===== config.mk =====
export PLATFORM = sky130hd
export DESIGN_NAME = alu_issue_stage
export DESIGN_NICKNAME = d
export VERILOG_FILES = /design/src/rtl/alu_pkg.sv /design/src/rtl/alu_op_decode.sv /design/src/rtl/alu_issue_stage.sv
export SDC_FILE = /design/constraint.sdc
export NUM_CORES = 1
export LEC_CHECK = 0
export BUFFER_PORTS_ARGS = -buffer_cell sky130_fd_sc_hd__clkbuf_2
export CAP_MARGIN = 40
export CORE_MARGIN = 2
export CORE_UTILIZATION = 45
export CTS_CLUSTER_DIAMETER = 120
export DETAILED_ROUTE_END_ITERATION = 7
export PLACE_DENSITY = 0.76
export SLEW_MARGIN = 20
export SYNTH_ARGS = -nofsm -noshare
export SYNTH_HDL_FRONTEND = slang
export SYNTH_SLANG_ARGS = --single-unit

===== constraint.sdc =====
create_clock -name clk -period 2.5 [get_ports clk]
set_input_delay 0.125 -clock clk [delete_from_list [all_inputs] [get_ports clk]]
set_output_delay 0.125 -clock clk [all_outputs]
set_load 0.05 [all_outputs]

===== src/rtl/alu_pkg.sv =====
// alu_pkg: shared encodings for the ALU issue stage.
//   - 4-bit ALUop codes; these must match the ALU's own decoder exactly.
//   - 6-bit MIPS opcode and R-type funct constants.
//   - Immediate-extension mode used by the decoder.
package alu_pkg;

    localparam logic [3:0] ALU_ADD  = 4'd0;
    localparam logic [3:0] ALU_SUB  = 4'd1;
    localparam logic [3:0] ALU_OR   = 4'd2;
    localparam logic [3:0] ALU_SLLV = 4'd3;
    localparam logic [3:0] ALU_SRAV = 4'd4;
    localparam logic [3:0] ALU_SRLV = 4'd5;
    localparam logic [3:0] ALU_AND  = 4'd6;
    localparam logic [3:0] ALU_ORI  = 4'd7;
    localparam logic [3:0] ALU_XOR  = 4'd8;
    localparam logic [3:0] ALU_NOR  = 4'd9;
    localparam logic [3:0] ALU_SLT  = 4'd10;
    localparam logic [3:0] ALU_SLTU = 4'd11;
    localparam logic [3:0] ALU_SRA  = 4'd12;
    localparam logic [3:0] ALU_SRL  = 4'd13;
    localparam logic [3:0] ALU_SLL  = 4'd14;

    localparam logic [5:0] OP_RTYPE = 6'h00;
    localparam logic [5:0] OP_BEQ   = 6'h04;
    localparam logic [5:0] OP_ADDI  = 6'h08;
    localparam logic [5:0] OP_ADDIU = 6'h09;
    localparam logic [5:0] OP_SLTI  = 6'h0A;
    localparam logic [5:0] OP_SLTIU = 6'h0B;
    localparam logic [5:0] OP_ANDI  = 6'h0C;
    localparam logic [5:0] OP_ORI   = 6'h0D;
    localparam logic [5:0] OP_XORI  = 6'h0E;
    localparam logic [5:0] OP_LUI   = 6'h0F;
    localparam logic [5:0] OP_LW    = 6'h23;
    localparam logic [5:0] OP_SW    = 6'h2B;

    localparam logic [5:0] FN_SLL  = 6'h00;
    localparam logic [5:0] FN_SRL  = 6'h02;
    localparam logic [5:0] FN_SRA  = 6'h03;
    localparam logic [5:0] FN_SLLV = 6'h04;
    localparam logic [5:0] FN_SRLV = 6'h06;
    localparam logic [5:0] FN_SRAV = 6'h07;
    localparam logic [5:0] FN_ADD  = 6'h20;
    localparam logic [5:0] FN_ADDU = 6'h21;
    localparam logic [5:0] FN_SUB  = 6'h22;
    localparam logic [5:0] FN_SUBU = 6'h23;
    localparam logic [5:0] FN_AND  = 6'h24;
    localparam logic [5:0] FN_OR   = 6'h25;
    localparam logic [5:0] FN_XOR  = 6'h26;
    localparam logic [5:0] FN_NOR  = 6'h27;
    localparam logic [5:0] FN_SLT  = 6'h2A;
    localparam logic [5:0] FN_SLTU = 6'h2B;

    typedef enum logic [1:0] {
        EXT_SIGN  = 2'd0,
        EXT_ZERO  = 2'd1,
        EXT_UPPER = 2'd2
    } ext_mode_e;

endpackage


===== src/rtl/alu_op_decode.sv =====
// alu_op_decode: combinational MIPS decode into an ALU operand bundle.
//   in : instr[31:0], rs_val/rt_val[WIDTH-1:0] (forwarded GPR values)
//   out: aluop[3:0], op_a/op_b[WIDTH-1:0], s[4:0] (shamt), wreg[4:0], illegal
// Unsupported opcodes/functs yield an all-zero bundle with illegal=1.
module alu_op_decode
    import alu_pkg::*;
#(
    parameter int WIDTH = 32
) (
    input  logic [31:0]      instr,
    input  logic [WIDTH-1:0] rs_val,
    input  logic [WIDTH-1:0] rt_val,
    output logic [3:0]       aluop,
    output logic [WIDTH-1:0] op_a,
    output logic [WIDTH-1:0] op_b,
    output logic [4:0]       s,
    output logic [4:0]       wreg,
    output logic             illegal
);

    logic [5:0]  opcode, funct;
    logic [4:0]  rt, rd, shamt;
    logic [15:0] imm;
    logic [WIDTH-1:0] imm_sx, imm_zx, imm_up;
    ext_mode_e   ext_mode;
    logic        use_imm;

    assign opcode = instr[31:26];
    assign rt     = instr[20:16];
    assign rd     = instr[15:11];
    assign shamt  = instr[10:6];
    assign funct  = instr[5:0];
    assign imm    = instr[15:0];

    // Operand values arrive already forwarded, so the rs field itself is not needed.
    logic unused_rs;
    assign unused_rs = ^instr[25:21];

    assign imm_sx = {{(WIDTH-16){imm[15]}}, imm};
    assign imm_zx = {{(WIDTH-16){1'b0}}, imm};
    assign imm_up = imm_zx << 16;

    always_comb begin
        aluop    = ALU_ADD;
        op_a     = rs_val;
        op_b     = rt_val;
        s        = '0;
        wreg     = '0;
        illegal  = 1'b0;
        ext_mode = EXT_SIGN;
        use_imm  = 1'b0;

        case (opcode)
            OP_RTYPE: begin
                wreg = rd;
                case (funct)
                    FN_ADD, FN_ADDU: aluop = ALU_ADD;
                    FN_SUB, FN_SUBU: aluop = ALU_SUB;
                    FN_AND:  aluop = ALU_AND;
                    FN_OR:   aluop = ALU_OR;
                    FN_XOR:  aluop = ALU_XOR;
                    FN_NOR:  aluop = ALU_NOR;
                    FN_SLT:  aluop = ALU_SLT;
                    FN_SLTU: aluop = ALU_SLTU;
                    FN_SLLV: aluop = ALU_SLLV;
                    FN_SRAV: aluop = ALU_SRAV;
                    FN_SRLV: aluop = ALU_SRLV;
                    FN_SLL:  begin aluop = ALU_SLL; s = shamt; end
                    FN_SRL:  begin aluop = ALU_SRL; s = shamt; end
                    FN_SRA:  begin aluop = ALU_SRA; s = shamt; end
                    default: illegal = 1'b1;
                endcase
            end
            OP_ADDI, OP_ADDIU, OP_LW: begin
                aluop = ALU_ADD;  use_imm = 1'b1; wreg = rt;
            end
            OP_SLTI:  begin aluop = ALU_SLT;  use_imm = 1'b1; wreg = rt; end
            OP_SLTIU: begin aluop = ALU_SLTU; use_imm = 1'b1; wreg = rt; end
            OP_ANDI: begin
                aluop = ALU_AND; use_imm = 1'b1; ext_mode = EXT_ZERO; wreg = rt;
            end
            OP_ORI: begin
                aluop = ALU_ORI; use_imm = 1'b1; ext_mode = EXT_ZERO; wreg = rt;
            end
            OP_XORI: begin
                aluop = ALU_XOR; use_imm = 1'b1; ext_mode = EXT_ZERO; wreg = rt;
            end
            OP_LUI: begin
                // lui rides the adder as 0 + (imm << 16).
                aluop = ALU_ADD; op_a = '0; use_imm = 1'b1; ext_mode = EXT_UPPER; wreg = rt;
            end
            OP_SW:  begin aluop = ALU_ADD; use_imm = 1'b1; end
            OP_BEQ: aluop = ALU_SUB;
            default: illegal = 1'b1;
        endcase

        if (use_imm) begin
            case (ext_mode)
                EXT_SIGN: op_b = imm_sx;
                EXT_ZERO: op_b = imm_zx;
                default:  op_b = imm_up;
            endcase
        end

        if (illegal) begin
            aluop = ALU_ADD;
            op_a  = '0;
            op_b  = '0;
            s     = '0;
            wreg  = '0;
        end
    end

endmodule


===== src/rtl/alu_issue_stage.sv =====
// alu_issue_stage: ID/EX issue register feeding the ALU.
//   clk, reset (sync, active-low)
//   upstream  : in_valid / in_ready, instr, rs_val, rt_val
//   control   : flush drops both the held and the incoming instruction
//   downstream: out_valid / out_ready, out_A, out_B, out_s, out_aluop,
//               out_wreg, out_illegal
//   issued_cnt: bundles consumed downstream, wraps modulo 2^CNT_W
// Single-entry buffer; a consume and a load on the same edge swap the
// bundle with no bubble.
module alu_issue_stage
    import alu_pkg::*;
#(
    parameter int WIDTH = 32,
    parameter int CNT_W = 32
) (
    input  logic             clk,
    input  logic             reset,
    input  logic             in_valid,
    output logic             in_ready,
    input  logic [31:0]      instr,
    input  logic [WIDTH-1:0] rs_val,
    input  logic [WIDTH-1:0] rt_val,
    input  logic             flush,
    output logic             out_valid,
    input  logic             out_ready,
    output logic [WIDTH-1:0] out_A,
    output logic [WIDTH-1:0] out_B,
    output logic [4:0]       out_s,
    output logic [3:0]       out_aluop,
    output logic [4:0]       out_wreg,
    output logic             out_illegal,
    output logic [CNT_W-1:0] issued_cnt
);

    logic [3:0]       dec_aluop;
    logic [WIDTH-1:0] dec_a, dec_b;
    logic [4:0]       dec_s, dec_wreg;
    logic             dec_illegal;

    alu_op_decode #(.WIDTH(WIDTH)) u_dec (
        .instr   (instr),
        .rs_val  (rs_val),
        .rt_val  (rt_val),
        .aluop   (dec_aluop),
        .op_a    (dec_a),
        .op_b    (dec_b),
        .s       (dec_s),
        .wreg    (dec_wreg),
        .illegal (dec_illegal)
    );

    logic             valid_q, valid_d;
    logic [3:0]       aluop_q, aluop_d;
    logic [WIDTH-1:0] a_q, a_d, b_q, b_d;
    logic [4:0]       s_q, s_d, wreg_q, wreg_d;
    logic             illegal_q, illegal_d;
    logic [CNT_W-1:0] cnt_q, cnt_d;
    logic             load, consume;

    assign in_ready = !valid_q || out_ready;
    assign load     = in_valid && in_ready && !flush;
    assign consume  = valid_q && out_ready;

    always_comb begin
        valid_d   = valid_q;
        aluop_d   = aluop_q;
        a_d       = a_q;
        b_d       = b_q;
        s_d       = s_q;
        wreg_d    = wreg_q;
        illegal_d = illegal_q;
        // A flush still counts a bundle that was consumed on that same edge.
        cnt_d     = cnt_q + CNT_W'(consume);

        if (load) begin
            valid_d   = 1'b1;
            aluop_d   = dec_aluop;
            a_d       = dec_a;
            b_d       = dec_b;
            s_d       = dec_s;
            wreg_d    = dec_wreg;
            illegal_d = dec_illegal;
        end else if (consume || flush) begin
            valid_d = 1'b0;
        end
    end

    always_ff @(posedge clk) begin
        if (!reset) begin
            valid_q   <= 1'b0;
            aluop_q   <= '0;
            a_q       <= '0;
            b_q       <= '0;
            s_q       <= '0;
            wreg_q    <= '0;
            illegal_q <= 1'b0;
            cnt_q     <= '0;
        end else begin
            valid_q   <= valid_d;
            aluop_q   <= aluop_d;
            a_q       <= a_d;
            b_q       <= b_d;
            s_q       <= s_d;
            wreg_q    <= wreg_d;
            illegal_q <= illegal_d;
            cnt_q     <= cnt_d;
        end
    end

    assign out_valid   = valid_q;
    assign out_aluop   = aluop_q;
    assign out_A       = a_q;
    assign out_B       = b_q;
    assign out_s       = s_q;
    assign out_wreg    = wreg_q;
    assign out_illegal = illegal_q;
    assign issued_cnt  = cnt_q;

endmodule


==> summary.txt, run 1 <==
Routing
  • Routed WL: around 15000 um
  • Met3 WL: 1120 um
  • Post-route ant nets: 0
  • Iter 0 DRT Violations: around 310
  • Max Used Layer: met4
  • Routed WL per cell: 15.9 um
  • Metal2 WL: 7250 um
  • DRT Pass-1 Iters: 7
  • Post-route DRC: 0
  • Via count: 5087
  • Routed vias/inst: between 5 and 6
  • DRT met1 WL: ~6200 um

Logic synthesis
  • #FFs+latches synth: around 110
  • Syn_nets: 669
  • Cells after synthesis: 566
  • Async SR Flop Fraction: 0
  • Share of the yosys chip area belonging to registers: 0.455
  • Netlist Area Pre-Place: 4930 um2
  • Post-synth EDFFs: 0
  • Synth unique cells: 52
  • Avg Inst Size Synth: ~8.7 um2
  • Synth warn: 0
  • Most common flop cell mapped by yosys: dfxtp_1

Global routing
  • GR Overflow Total: 0
  • Vias in the first global route: 4856
  • Initial antenna violation count: 0
  • Pin count of the biggest net entering global routing: 50
  • First-pass GRT wire length: 23000 um
  • All-layer global routing usage: 0.244

Timing
  • Worst rel slew slack: 0.506
  • Highest clock rate: 0.446 GHz
  • RSZ-0062 raised after global routing: no
  • Fin. Hold Viols: 0
  • Max-slew violations: 0
  • Final worst slack: 255 ps
  • TNS Setup: 0 ps
  • Worst-Margin Slew: 740 ps
  • Crit path time final: ~2200 ps
  • Final period util: 0.898
  • # setup viols final: 0
  • Final setup skew: about 13 ps

Critical path
  • Cell family with most CP delay: simple AND/OR/NAND/NOR gates
  • Most Frequent Cell on Critical Path: ha_1
  • Crit Path Class: flip-flop to flip-flop
  • Setup crit end kind: flip-flop
  • Startpoint Class: flip-flop
  • Critical-path cell list: and2_1, ha_1, ha_1, nand2_1, or4_4, nor4_1, xnor2_1, nor2_1
  • Crit path DAT: 2490 ps
  • Maximum fanout along the worst path: 13
  • CP max stage cell: or4_4
  • CP bufs+invs: 0
  • Max incr delay on CP: 630 ps
  • Worst EP required: 2750 ps

Clock network
  • Clock sinks: 112
  • Post-CTS setup buffer count: 0
  • CTS tree: yes
  • Clk slew on worst S/H paths: 100 ps
  • H-tree depth: 3
  • Clock insertion delay at the later pin of the skew report: 370 ps
  • CTS buffer count: 9
  • Clk buf depth: 2
  • Root buf cell: clkbuf_8

Place
  • HPWL after DPL: 10800 um
  • Dpl ws: between 100 and 150 ps
  • Port Buffer Count: 208
  • Gpl congestion: between 0.8 and 0.9

Finish
  • Area of the multi-input gates: 2420 um2
  • Reg area: about 2200 um2
  • Fillers: roughly 920
  • Diode count: 0
  • P&R area growth vs syn: 35.0%
  • Nets: 899
  • Layout cells sized above 1: 0.316

Die
  • Initial Util: 0.459
  • Core area: 10700 um2
  • Die extent in x: 109 um
  • Die height: 109 um
  • FP Rows: 38
  • Num ports: 214
  • Die area: 11800 um2

Power
  • LEAKAGE: 2.91 nW
  • Worst VDD drop: about 0.32 mV
  • Pwr/cell area: 501 nW/um2
  • Total power: 0.00333 W

Hold path
  • Worst Hold Class: primary input to flip-flop

Outcome
  • Outcome: completed

Run
  • MaxCap Viol Count: 0
synth_stat cells, types with 2 or more instances:
library cell / count / share of area
buf_1: 2 / 0.0015
nand2_1: 69 / 0.053
nor2_1: 40 / 0.030
o21ai_0: 34 / 0.035
or3_1: 4 / 0.0051
nand4b_1: 2 / 0.0036
a21oi_1: 28 / 0.028
xor2_1: 3 / 0.0053
a31oi_1: 2 / 0.0025
ha_1: 2 / 0.0051
o211ai_2: 2 / 0.0051
nor4_1: 4 / 0.0051
a22o_1: 43 / 0.076
and4_1: 4 / 0.0071
buf_6: 7 / 0.016
o21ai_1: 5 / 0.0051
nand2b_1: 4 / 0.0051
a21o_1: 23 / 0.035
o31ai_1: 3 / 0.0046
clkbuf_2: 2 / 0.0020
nand3_1: 27 / 0.027
dfxtp_1: 112 / 0.45
a211o_1: 15 / 0.027
inv_1: 15 / 0.011
nor3_1: 21 / 0.021
or4_1: 2 / 0.0030
nor2b_1: 6 / 0.0076
clkbuf_1: 33 / 0.025
xnor2_1: 24 / 0.043
nand4_1: 4 / 0.0051
and2_1: 3 / 0.0038
path summary, 6_finish.rpt:
check / to / slack [ps] / depth (start not counted) / startpoint
max: issued_cnt[30] / 260 / 8 / out_valid
min: out_s[0] / 20 / 2 / instr[6]
max reg2reg: issued_cnt[30] / 260 / 8 / out_valid
min reg2reg: out_B[26] / 460 / 2 / out_B[26]
cell type report:
cell class	count	area share
Inverter	16	0.00903
Clock buffer	11	0.0213
Timing Repair Buffer	264	0.235
Sequential cell	112	0.337
Multi-Input combinational cell	393	0.363
Clock inverter	5	0.00809
Tap cell	140	0.0263
where the power goes:
part           leakage [nW]  switching [W]  internal (W)
Clock                 0.103       0.000600      0.000491
Sequential            0.904     0.00000993       0.00180
Combinational          1.90       0.000258      0.000171
stage by stage:
| stage | instances | hold slack [ps] | util | cell area [um2] |
|---|---|---|---|---|
| final | 941 | 20.3 | 0.619 | 6650 |
| after global routing | 941 | 26.5 | 0.619 | 6650 |
| after CTS | 941 | 4.13 | 0.619 | 6650 |
| after detailed placement | 885 | 307 | 0.563 | 6050 |
| after global placement | 884 | 302 | 0.563 | 6050 |
| after floorplan | 566 | 197 | - | 4930 |
logic make-up after synthesis:
kind of cell             after synthesis  share of synthesized area
AO/OA/AOI/OAI                        165                      0.238
buffers and inverters                 61                     0.0579
flip-flops                           112                      0.455
XOR/XNOR                              27                     0.0480
adder cells (fa/ha/maj)                2                    0.00508
AND/OR/NAND/NOR                      199                      0.196
routing by layer:
| metal | up-vias | GRT usage |
|---|---|---|
| met5 | - | 0 |
| met2 | 208 | 0.432 |
| met3 | 36 | 0.0508 |
| li1 | 2470 | - |
| met1 | 2373 | 0.282 |
| met4 | 0 | 0.112 |
what timing repair did:
item | CTS | global route
hold endpoints to repair | 40 | 0
resized for setup | 0 | 1
endpoints found under the setup margin | 0 | 4
hold buffers | 40 | 0
sequential cells by signal (all words and copies together) (netlist names):
signal,cells
out_s,5
out_aluop,4
out_valid,1
out_illegal,1
out_wreg,5
issued_cnt,32
out_A,32
out_B,32
layout by cell type, fill, tap and decap left out, types with 5 or more instances in the layout:
cell type,instances
a211o_1,15
a21o_1,23
a21oi_1,27
a22o_1,43
buf_4,16
clkbuf_2,208
clkbuf_8,10
dfxtp_1,110
dlygate4sd3_1,40
inv_1,15
nand2_1,69
nand3_1,27
nor2_1,39
nor2b_1,6
nor3_1,21
o21ai_0,34
o21ai_1,5
xnor2_1,24
Power figures use the tool's default switching activity.
==> run 2: changes to the inputs <==
- PLACE_DENSITY: 0.76 -> 0.77
==> run 2 against run 1 <==
Against the previous run:
- hold slack better by 1.1 ps
- register-to-register slack worse by 110 ps
- final cell count did not move
- clock skew about the same
- combinational power is 1% higher
- critical endpoint is now issued_cnt[14]
==> summary.txt, run 2 (synthesized netlist as in run 1, its figures left out) <==
Outcome
  • Outcome: completed

Place
  • Dpl ws: 145 ps (+32.3 ps)
  • Gpl congestion: 0.906 (+2.7%)
  • Port Buffer Count: 208 (unchanged)
  • Dpl cell area: 6080 um2 (+0.45%)
  • Placed cells: 886 (+0.11%)
  • HPWL after DPL: 10800 um (about the same)

Timing
  • Final setup skew: 12.7 ps (+0.0826 ps)
  • # setup viols final: 0 (unchanged)
  • RSZ-0062 raised after global routing: no
  • TNS Setup: 0 ps (unchanged)
  • Final period util: 0.941 (+0.0432)
  • Crit path time final: 2350 ps (+108 ps)
  • Max-slew violations: 0 (unchanged)
  • Worst rel slew slack: 0.510 (+0.00398)
  • Highest clock rate: 0.425 GHz (-4.6%)
  • Fin. Hold Viols: 0 (unchanged)
  • Final worst slack: 147 ps (-108 ps)
  • Worst-Margin Slew: 726 ps (-14.1 ps)

Finish
  • Layout cells sized above 1: 0.316 (unchanged)
  • Final instance area: 6670 um2 (+0.23%)
  • Nets: 899 (unchanged)
  • Util after Layout: 0.621 (+0.00140)
  • Diode count: 0 (unchanged)
  • Most frequent cells in the layout: clkbuf_2, dfxtp_1, nand2_1
  • Layout Cells excl Fill: 941 (unchanged)
  • P&R area growth vs syn: 35.3%
  • Most common cell after layout, fill and taps aside: clkbuf_2

Hold path
  • Worst Hold Class: primary input to flip-flop
  • Hold path start: instr[9]

Global routing
  • GR Overflow Total: 0 (unchanged)
  • All-layer global routing usage: 0.242 (-0.00237)
  • Initial antenna violation count: 0 (unchanged)
  • Vias in the first global route: 4744 (-2.3%)
  • Pin count of the biggest net entering global routing: 50 (unchanged)
  • First-pass GRT wire length: 22600 um (-1.5%)

Power
  • Cell Int Power: 0.00245 W (-0.69%)
  • Pwr/cell area: 501 nW/um2 (about the same)
  • Worst VDD drop: 0.239 mV (-25%)
  • Sw Share: 0.267 (+0.00692)
  • Sw power: 0.000893 W (+2.9%)
  • Sequential share of power: 0.543 (about the same)
  • LEAKAGE: 2.90 nW (-0.22%)
  • Comb power frac: 0.130 (about the same)
  • Clk pwr share: 0.328 (about the same)

Clock network
  • CTS buffer count: 9 (unchanged)
  • CTS Hold Buffers Added: 39 (-2.5%)
  • H-tree depth: 3 (unchanged)
  • Clock insertion delay at the later pin of the skew report: 370 ps (about the same)
  • Clock sinks: 112 (unchanged)
  • Root buf cell: clkbuf_8
  • Clk buf depth: 2 (unchanged)
  • CTS tree: yes
  • Post-CTS setup buffer count: 0 (unchanged)
  • Clk slew on worst S/H paths: 100 ps (about the same)
  • PostCTS Resize Cnt: 0 (unchanged)

Die
  • Num ports: 214 (unchanged)
  • Die height: 109 um (unchanged)
  • FP Rows: 38 (unchanged)
  • Initial Util: 0.459 (unchanged)
  • Die extent in x: 109 um (unchanged)
  • Core area: 10700 um2 (unchanged)
  • Die area: 11800 um2 (unchanged)

Run
  • MaxCap Viol Count: 0 (unchanged)

Critical path
  • Crit Path Class: flip-flop to flip-flop
  • CP max stage cell: or4_1
  • Max incr delay on CP: 690 ps (+60 ps)
  • Most Frequent Cell on Critical Path: ha_1
  • Setup crit end kind: flip-flop
  • Crit path launch: out_valid
  • Critical-path cell list: and2_1, ha_1, ha_1, nand2_1, or4_1, buf_4, or3_1, a21oi_1
  • Crit path DAT: 2650 ps (+160 ps)
  • Maximum fanout along the worst path: 8 (-5)
  • RR Startpoint: out_valid
  • Startpoint Class: flip-flop
  • Reg2reg setup slack: 150 ps (-110 ps)
  • Worst EP required: 2800 ps (+50 ps)

Routing
  • Routed vias/inst: 5.38 (-0.47%)
  • Iter 0 DRT Violations: 310 (+0.32%)
  • Post-route DRC: 0 (unchanged)
  • Routed WL: 14700 um (-2.0%)
  • Via count: 5063 (-0.47%)
  • Routed WL per cell: 15.6 um (-2.0%)
  • DRT Pass-1 Iters: 6 (-1)
  • Post-route ant nets: 0 (unchanged)
[run 2: cell count changes in the layout (fill, tap and decap cells not counted), sizes merged]
cell,change
clkbuf,-1
buf,+1
clkinvlp,+3
clkinv,-2
dlygate4sd3,-1
[run 2: worst paths after layout]
check             depth (start not counted)              to
hold reg to reg                           2       out_B[25]
setup reg to reg                          8  issued_cnt[14]
hold / removal                            2        out_s[3]
setup / recovery                          8  issued_cnt[14]
[run 2: cell type report]
type | count | area, um2
clock buffers | 10 | 128
clock inverters | 6 | 68.8
fillers | 904 | 4080
inverters | 16 | 60.1
multi-input cells | 393 | 2410
flip-flops and latches | 112 | 2240
well taps | 140 | 175
repair buffers | 264 | 1580
[run 2: routing by layer]
layer	wire (um)	part of all wire	global-route usage	vias up
met4	341	0.023	0.0943	0
met3	1200	0.082	0.0490	25
met5	0	0	0	-
li1	-	-	-	2463
met1	5990	0.41	0.285	2356
met2	7160	0.49	0.430	219
[run 2: worst max-delay path, delay by kind of cell (launching register included)]
family,cells,cell delay [ps]
AOI/OAI and AO/OA,1,150
adders and majority gates,2,350
buffers and inverters,1,220
DFF,1,340
and+or+nand+nor,4,1220
[run 2: power groups by stage]
stage	combinational, W	clock, W	sequential, W
CTS	0.000430	0.00111	0.00181
global placement	0.000367	0	0.00185
detailed placement	0.000379	0	0.00185
finish	0.000433	0.00109	0.00181
global route	0.000470	0.00119	0.00181
floorplan	0.000162	0	0.00192
[run 2: stage by stage]
stage	power [W]	hold slack, ps
floorplan	0.00208	197
global placement	0.00222	306
detailed placement	0.00223	319
global route	0.00347	17.9
CTS	0.00335	1.20
finish	0.00334	21.4
